==> src/rtl/stack_pkg.sv <==
// Shared types for the parameterised LIFO stack: decoded operations and
// the occupancy state of the stack.
package stack_pkg;

    typedef enum logic [2:0] {
        OP_NOP,
        OP_PUSH,
        OP_POP,
        OP_REPLACE,
        OP_PASS
    } op_e;

    typedef enum logic [1:0] {
        ST_EMPTY,
        ST_PARTIAL,
        ST_FULL
    } state_e;

endpackage

==> src/rtl/param_stack_if.sv <==
// Request/response bundle of the stack; the master drives requests, the
// stack (slave) returns data, occupancy and sticky error flags.
interface param_stack_if #(
    parameter int DATA_W = 8,
    parameter int DEPTH  = 16
);
    localparam int CW = $clog2(DEPTH) + 1;

    logic              push;
    logic              pop;
    logic [DATA_W-1:0] data_in;
    logic              err_clr;
    logic [DATA_W-1:0] data_out;
    logic              data_valid;
    logic [DATA_W-1:0] top;
    logic [CW-1:0]     count;
    logic              full;
    logic              empty;
    logic              overflow;
    logic              underflow;

    modport master (
        output push, pop, data_in, err_clr,
        input  data_out, data_valid, top, count, full, empty, overflow, underflow
    );

    modport slave (
        input  push, pop, data_in, err_clr,
        output data_out, data_valid, top, count, full, empty, overflow, underflow
    );

endinterface

==> src/rtl/stack_regfile.sv <==
// Stack storage: one synchronous write port, one asynchronous read port.
// Contents are deliberately not reset.
module stack_regfile #(
    parameter int DATA_W = 8,
    parameter int DEPTH  = 16
) (
    input  logic                     clk,
    input  logic                     we,
    input  logic [$clog2(DEPTH)-1:0] wr_addr,
    input  logic [DATA_W-1:0]        wr_data,
    input  logic [$clog2(DEPTH)-1:0] rd_addr,
    output logic [DATA_W-1:0]        rd_data
);

    // Kept as discrete flops so the async read is never mapped onto block RAM.
    (* keep *) logic [DATA_W-1:0] mem [DEPTH];

    always_ff @(posedge clk) begin
        if (we) begin
            mem[wr_addr] <= wr_data;
        end
    end

    assign rd_data = mem[rd_addr];

endmodule

==> src/rtl/param_stack.sv <==
// LIFO stack top: request decode, occupancy FSM, count, output register
// and sticky overflow/underflow flags around the stack_regfile storage.
module param_stack
    import stack_pkg::*;
#(
    parameter int DATA_W = 8,
    parameter int DEPTH  = 16
) (
    input  logic clk,
    input  logic reset_n,
    param_stack_if.slave bus
);

    localparam int AW = $clog2(DEPTH);
    localparam int CW = AW + 1;

    op_e               op;
    state_e            state_q, state_n;
    logic [CW-1:0]     count_q, count_n;
    logic [DATA_W-1:0] data_out_q, rd_data;
    logic              data_valid_q, overflow_q, underflow_q;
    logic              we;
    logic [AW-1:0]     wr_addr, rd_addr;

    always_comb begin
        op = OP_NOP;
        if (bus.push && bus.pop) begin
            op = (state_q == ST_EMPTY) ? OP_PASS : OP_REPLACE;
        end else if (bus.push) begin
            op = OP_PUSH;
        end else if (bus.pop) begin
            op = OP_POP;
        end
    end

    // Replace writes over the current top; a plain push writes one above it.
    always_comb begin
        count_n = count_q;
        we      = 1'b0;
        rd_addr = AW'(count_q - CW'(1));
        wr_addr = count_q[AW-1:0];
        case (op)
            OP_PUSH: begin
                if (state_q != ST_FULL) begin
                    we      = 1'b1;
                    count_n = count_q + CW'(1);
                end
            end
            OP_POP: begin
                if (state_q != ST_EMPTY) begin
                    count_n = count_q - CW'(1);
                end
            end
            OP_REPLACE: begin
                we      = 1'b1;
                wr_addr = rd_addr;
            end
            default: ;
        endcase
    end

    always_comb begin
        state_n = state_q;
        case (state_q)
            ST_EMPTY:   if (count_n != '0) state_n = ST_PARTIAL;
            ST_PARTIAL: begin
                if (count_n == CW'(DEPTH)) state_n = ST_FULL;
                else if (count_n == '0)    state_n = ST_EMPTY;
            end
            ST_FULL:    if (count_n != CW'(DEPTH)) state_n = ST_PARTIAL;
            default:    state_n = ST_EMPTY;
        endcase
    end

    always_ff @(posedge clk or negedge reset_n) begin
        if (!reset_n) begin
            state_q <= ST_EMPTY;
            count_q <= '0;
        end else begin
            state_q <= state_n;
            count_q <= count_n;
        end
    end

    // A fresh error in the same cycle as err_clr keeps its flag set.
    always_ff @(posedge clk or negedge reset_n) begin
        if (!reset_n) begin
            data_out_q   <= '0;
            data_valid_q <= 1'b0;
            overflow_q   <= 1'b0;
            underflow_q  <= 1'b0;
        end else begin
            data_valid_q <= 1'b0;
            case (op)
                OP_POP: begin
                    if (state_q != ST_EMPTY) begin
                        data_out_q   <= rd_data;
                        data_valid_q <= 1'b1;
                    end
                end
                OP_REPLACE: begin
                    data_out_q   <= rd_data;
                    data_valid_q <= 1'b1;
                end
                OP_PASS: begin
                    data_out_q   <= bus.data_in;
                    data_valid_q <= 1'b1;
                end
                default: ;
            endcase
            overflow_q  <= (op == OP_PUSH && state_q == ST_FULL) || (overflow_q && !bus.err_clr);
            underflow_q <= (op == OP_POP && state_q == ST_EMPTY) || (underflow_q && !bus.err_clr);
        end
    end

    stack_regfile #(
        .DATA_W (DATA_W),
        .DEPTH  (DEPTH)
    ) u_regfile (
        .clk     (clk),
        .we      (we),
        .wr_addr (wr_addr),
        .wr_data (bus.data_in),
        .rd_addr (rd_addr),
        .rd_data (rd_data)
    );

    assign bus.data_out   = data_out_q;
    assign bus.data_valid = data_valid_q;
    assign bus.top        = (state_q == ST_EMPTY) ? '0 : rd_data;
    assign bus.count      = count_q;
    assign bus.full       = (state_q == ST_FULL);
    assign bus.empty      = (state_q == ST_EMPTY);
    assign bus.overflow   = overflow_q;
    assign bus.underflow  = underflow_q;

endmodule

==> src/flat_wrapper.sv <==
// flat-port wrapper written by rule: the top's interface ports become plain ports
module param_stack_flat import stack_pkg::*;
#(
    parameter int DATA_W = 8,
    parameter int DEPTH  = 16
)
  (clk, reset_n, bus_push, bus_pop, bus_data_in, bus_err_clr, bus_data_out, bus_data_valid, bus_top, bus_count, bus_full, bus_empty, bus_overflow, bus_underflow);
  param_stack_if #(.DATA_W(DATA_W), .DEPTH(DEPTH)) bus_i ();
  input  logic clk;
  input  logic reset_n;
  input wire logic [$bits(bus_i.push)-1:0] bus_push;
  input wire logic [$bits(bus_i.pop)-1:0] bus_pop;
  input wire logic [$bits(bus_i.data_in)-1:0] bus_data_in;
  input wire logic [$bits(bus_i.err_clr)-1:0] bus_err_clr;
  output wire logic [$bits(bus_i.data_out)-1:0] bus_data_out;
  output wire logic [$bits(bus_i.data_valid)-1:0] bus_data_valid;
  output wire logic [$bits(bus_i.top)-1:0] bus_top;
  output wire logic [$bits(bus_i.count)-1:0] bus_count;
  output wire logic [$bits(bus_i.full)-1:0] bus_full;
  output wire logic [$bits(bus_i.empty)-1:0] bus_empty;
  output wire logic [$bits(bus_i.overflow)-1:0] bus_overflow;
  output wire logic [$bits(bus_i.underflow)-1:0] bus_underflow;
  assign bus_i.push = bus_push;
  assign bus_i.pop = bus_pop;
  assign bus_i.data_in = bus_data_in;
  assign bus_i.err_clr = bus_err_clr;
  assign bus_data_out = bus_i.data_out;
  assign bus_data_valid = bus_i.data_valid;
  assign bus_top = bus_i.top;
  assign bus_count = bus_i.count;
  assign bus_full = bus_i.full;
  assign bus_empty = bus_i.empty;
  assign bus_overflow = bus_i.overflow;
  assign bus_underflow = bus_i.underflow;
  param_stack #(.DATA_W(DATA_W), .DEPTH(DEPTH)) u_core (.clk(clk), .reset_n(reset_n), .bus(bus_i));
endmodule
==> config.mk <==
export PLATFORM = sky130hd
export DESIGN_NAME = param_stack_flat
export DESIGN_NICKNAME = d
export VERILOG_FILES = /design/src/rtl/stack_pkg.sv /design/src/rtl/param_stack_if.sv /design/src/rtl/stack_regfile.sv /design/src/rtl/param_stack.sv /design/src/flat_wrapper.sv
export SDC_FILE = /design/constraint.sdc
export NUM_CORES = 1
export LEC_CHECK = 0
export CAP_MARGIN = 25
export CORE_MARGIN = 8
export CORE_UTILIZATION = 53
export DETAILED_ROUTE_END_ITERATION = 8
export PLACE_DENSITY = 0.83
export SLEW_MARGIN = 10
export SYNTH_ARGS = -nofsm -noshare
export SYNTH_HDL_FRONTEND = slang
export SYNTH_SLANG_ARGS = --single-unit
==> constraint.sdc <==
create_clock -name clk -period 3.18 [get_ports clk]
set_input_delay 0.477 -clock clk [delete_from_list [all_inputs] [get_ports clk]]
set_output_delay 0.477 -clock clk [all_outputs]
set_load 0.01 [all_outputs]
# Word level (Yosys, flattened, before mapping)
# Memories as Yosys holds them, arrays and structs flattened.
# Index checks and enable logic that the tools add are counted.
# totals
ff_bits,18
latch_bits,0
ram_bits,128
rom_bits,0
elab_cells,60
mem_count,1
# mem_list
name,words,width,rd,rd_clocked_by_memory_dff,write_ports,line_no,source
u_core.u_regfile.mem,16,8,1,0,1,stack_regfile.sv:16,(* keep *) logic [DATA_W-1:0] mem [DEPTH];
# op_classes
add_sub_neg,2
multipliers,0
div_mod_pow,0
magnitude_cmp,0
n_eq_ne,13
n_shift,0
mux,22
bitwise_logic,0
n_reduce_logical,16
# op_table
operator,count
case mux 8 bit (3 select lines),1
two-way mux 8 bit,2
two-way mux 2 bit,5
two-way mux 5 bit,2
case mux 5 bit (2 select lines),1
two-way mux 3 bit,3
== test 3 x 2 -> 1 bit (second input constant),2
!= test 2 x 1 -> 1 bit (second input constant),3
case mux 2 bit (3 select lines),1
adder 5 x 1 -> 5 bit (second input constant),1
== test 5 bit (second input constant),1
logical AND 1 bit,5
logical NOT 5 bit,1
!= test 5 bit (second input constant),1
nonzero test 5 bit,1
subtractor 5 x 1 -> 5 bit (second input constant),1
two-way mux 1 bit,4
two-way mux 4 bit,1
case mux 1 bit (2 select lines),2
== test 3 x 1 -> 1 bit (second input constant),1
== test 3 bit (second input constant),1
!= test 3 x 1 -> 1 bit (second input constant),1
AND reduction 3 bit,1
nonzero test 3 bit,1
other kinds (9),10

# Logic depth before layout (Yosys ltp)
# logic_depth
word_depth,9
ltp_mapped,10
depth_no_buf,9

# Cells and area by module
# A second synthesis with hierarchy kept.
# unflattened
hier_cells,375
hier_area_um2,6416.2
# by_module_without_submodules
module,instances,cells_each,area_per_inst_um2
stack_regfile,1,221,4987.3
param_stack,1,154,1428.9

# Worst setup path after synthesis
# OpenSTA, ideal clock, no wires.
# synth_path
kind,register to output
startpoint,register u_core.count_q[0] (netlist: u_core.bus.count[0])
endpoint,output bus_top[5]
t_arrival_ps,2650
required_time_ps,2703
slack_ps,53
stages_incl_launch_ff,10
path_cell_list,dfrtp_1 buf_2 clkinv_1 ha_1 xor2_1 buf_2 mux4_2 mux2i_1 nand2_1 and3_1
# synth_between
elab_chain_cells,3
# synth_lines
element,line_no,source
start: declaration,param_stack.sv:19,"logic [CW-1:0] count_q, count_n;"
start signal: assignment,param_stack.sv:81,count_q <= count_n;
subtractor 5 x 1 -> 5 bit,param_stack.sv:40,rd_addr = AW'(count_q - CW'(1));
memory read (16 x 8 bit),-,
two-way mux 8 bit,param_stack.sv:130,assign bus.top = (state_q == ST_EMPTY) ? '0 : rd_data;
end: declaration,flat_wrapper.sv:17,output wire logic [$bits(bus_i.top)-1:0] bus_top;
# No other way between the ends.

# Worst setup path after layout
# layout_path
startpoint,register u_core.count_q[2] (netlist: u_core.bus.count[2])
endpoint,output bus_top[7]
# The elaborated chain is that of the path after synthesis.

==> impl_metrics.tcl <==
set metrics [dict create \
    clock_sinks 146 \
    vias_per_cell 6.44 \
    synth_top_cells_by_area "edfxtp_1 (60%), mux4_2 (11%), dfrtp_1 (7.1%), mux2i_1 (3.1%), nor2_1 (2.6%)" \
    synthFlopType "edfxtp_1" \
    pre_cts_ws_ps -34.2 \
    drive_gt1_share_pct 28.4 \
    yosysSeqAreaShare_pct 67.3 \
    clkTransAtPathRegs_ps 60 \
    syn_inst 407 \
    core.rowCount 40 \
    finalHoldViolations 0 \
    fp.coreArea_um2 11900 \
    die-area_um2 15800 \
    routed_wl_um 16200 \
    pwr_density_cell_nw_per_um2 1100 \
    yosysTopAreaCell "edfxtp_1" \
    grt_pass1_wl_um 24700 \
    die_h_um 126 \
    cts.path.max_buffers 2 \
    initial_utilization_pct 53.8 \
    slew_violations 0 \
    worst_pin_slew_ps 860 \
    vias 4190 \
    path_class "flip-flop to output port" \
    critPathBufInv 3 \
    antenna_found_initial 0 \
    overflow 0 \
    synth-seq-cells 146 \
    vdd_drop_max_mv 0.741 \
    whs_ps 525 \
    violations "setup timing" \
    syn_avg_cell_area_um2 15.7 \
    crit_path_end_kind "output port" \
    synth_cell_types 46 \
    grt_pass1_vias 4078 \
    fmax_ghz 0.310 \
    hp-class "flip-flop to flip-flop" \
    fp.dieW_um 126 \
    power_uw 8760 \
    ant_nets 0 \
    synth_top_area_share_pct 60.2 \
    cap_viol_max_count 0 \
    place.gp.congestion 0.932 \
    worstPathRequired_ps 2700 \
    synthArstFlopShare_pct 12.3 \
    setup_viol 1 \
    fin_crit_ps 3230 \
    crit_chain "xor2_4 > buf_12 > buf_16 > mux4_2 > mux2i_2 > nand2_1 > and3_1 > clkdlybuf4s15_1" \
    insertion_delay_ps 420 \
    cts_tree "yes" \
    antennaDiodeCount 0 \
    fin_crit_sh_pct 102 \
    cts_buffers 17 \
    synth-edff-count 128 \
    grt_max_degree 28 \
    critPathSlowestCell "dfrtp_1" \
    slowest_delay_ps 680 \
    p_leak_uw 0.00278 \
    cp-start-kind "flip-flop" \
    grtUsageTotal_pct 20.8 \
    status "complete, but fails checks" \
    maxSlewHeadroom_pct 42.2 \
    netlist_area_um2 6380 \
    wl_per_cell_um 25.0 \
    syn2layout_area_growth_pct 24.9 \
    fillCellCount 732 \
    cts_max_level 4 \
    numPortBuffers 38 \
    arrival_ps 2750 \
    crit_family "flip-flops" \
    drt_iter0_markers 594 \
    io-pin-count 39 \
    yosys_warnings 0 \
    cts-root-buf "clkbuf_16" \
    path_max_fanout 10 \
    drc_errors 0 \
    first_pass_iters 7 \
    hpwl_um 9430 \
    setup_ws_ps -50.6 \
    finalClockSkew_ps 9.08 \
    synthesis.nets 426 \
    nNetsFinal 510 \
]
## power breakdown
part           internal (uW)  total, uW  switching, uW
sequential              2340       2510            170
combinational           2100       4290           2180
clock                   1160       1960            800
total                   5610       8760           3150
## state kept, by name (all words and copies together), names as in the netlist
signal,flops
u_core.bus.count,5
u_core.bus.data_out,8
u_core.bus.data_valid,1
u_core.bus.overflow,1
u_core.bus.underflow,1
u_core.state_q,2
u_core.u_regfile.mem,128
## synthesized netlist by cell type (2+ instances only)
master,number
a32oi_1,2
nand4_1,2
o22ai_1,3
a221oi_1,9
xnor2_1,2
a21oi_1,9
and3_1,8
o21ai_0,19
nor2_1,45
nand2b_1,2
mux2i_1,20
dfrtp_1,18
mux4_2,32
ha_1,6
nor4_1,3
edfxtp_1,128
nor3_1,4
nand2_1,34
clkbuf_1,13
inv_1,10
nand3_1,3
a31oi_1,4
buf_2,8
## per-stage QoR
| stage | area (um^2) | utilization (%) | cells | setup TNS, ps |
|---|---|---|---|---|
| global route | 7970 | 67.2 | 651 | -132 |
| global placement | 7140 | 60.2 | 605 | 0 |
| floorplan | 6380 | - | 407 | 0 |
| CTS | 7880 | 66.4 | 646 | 0 |
| detailed placement | 7140 | 60.2 | 605 | -34.2 |
| finish | 7970 | 67.2 | 651 | -50.6 |
## cell type report
cell class / instances / area [um^2] / area share, %
Sequential cell: 146 / 4300 / 53.9
Tap cell: 147 / 184 / 2.31
Clock inverter: 14 / 154 / 1.93
Clock buffer: 18 / 429 / 5.39
Inverter: 13 / 57.6 / 0.722
Multi-Input combinational cell: 226 / 2050 / 25.7
Timing Repair Buffer: 87 / 797 / 10.0
## metal layers
layer / GRT usage (%) / up-vias / part of all wire [%]
li1: - / 1763 / -
met5: 0 / - / 0
met4: 10.7 / 0 / 4.1
met3: 3.97 / 61 / 8.2
met1: 26.5 / 2097 / 39
met2: 33.2 / 269 / 49
## cell usage in the layout (no fill, tap or decap), drive strengths merged, types with 2 or more instances in the layout
master / Yosys / routed
buf: 9 / 49
nand2: 34 / 34
inv: 12 / 17
mux2i: 20 / 20
nor4: 3 / 3
clkinv: 1 / 3
nor3: 4 / 4
a221oi: 10 / 10
clkinvlp: 0 / 5
dfrtp: 18 / 18
a21oi: 9 / 9
o22ai: 3 / 3
clkbuf: 13 / 22
mux4: 32 / 32
nor2: 45 / 45
bufinv: 0 / 2
and3: 8 / 8
nand2b: 2 / 2
a31oi: 4 / 4
a2111oi: 2 / 2
nand3: 3 / 3
o21ai: 19 / 19
edfxtp: 128 / 128
nor4b: 2 / 2
nand4: 2 / 2
a32oi: 2 / 2
xnor2: 2 / 2
clkdlybuf4s15: 0 / 4
ha: 6 / 6
clkdlybuf4s50: 0 / 30
## final timing paths
check                                                     from                              endpoint  slack [ps]  cells after the start
worst max-delay path             u_core.bus.count[2]$_DFF_PN0_                            bus_top[7]         -50                      8
worst min-delay path            u_core.bus.underflow$_DFF_PN0_        u_core.bus.underflow$_DFF_PN0_         530                      2
worst max register to register   u_core.bus.count[2]$_DFF_PN0_  u_core.u_regfile.mem[0][6]$_DFFE_PP_         290                      4
worst min register to register  u_core.bus.underflow$_DFF_PN0_        u_core.bus.underflow$_DFF_PN0_         530                      2
max in group asynchronous                              reset_n         u_core.bus.count[0]$_DFF_PN0_        2050                      1
min in group asynchronous                              reset_n         u_core.bus.count[2]$_DFF_PN0_         550                      1
## tightest hold or removal path, delay by kind of cell (launching register included)
family                 cells  cell delay, ps
flip-flops                 1             380
AO/OA/AOI/OAI              1              60
buffers and inverters      1              50
## kinds of logic after synthesis
logic type	after synthesis	synth area share, %
flops	146	67.3
simple gates	105	7.24
compound gates	59	6.77
mux	53	14.7
buf+inv	35	2.45
fa+ha+maj	6	1.18
xor+xnor	3	0.412
## what timing repair did
action	CTS	global route
setup buffers	9	5
hold buffers	0	0
cloned	1	0
resized for setup	21	26
pin swaps	1	8
endpoints found under the hold margin	0	0
endpoints found under the setup margin	8	16
Power figures use the tool's default switching activity.
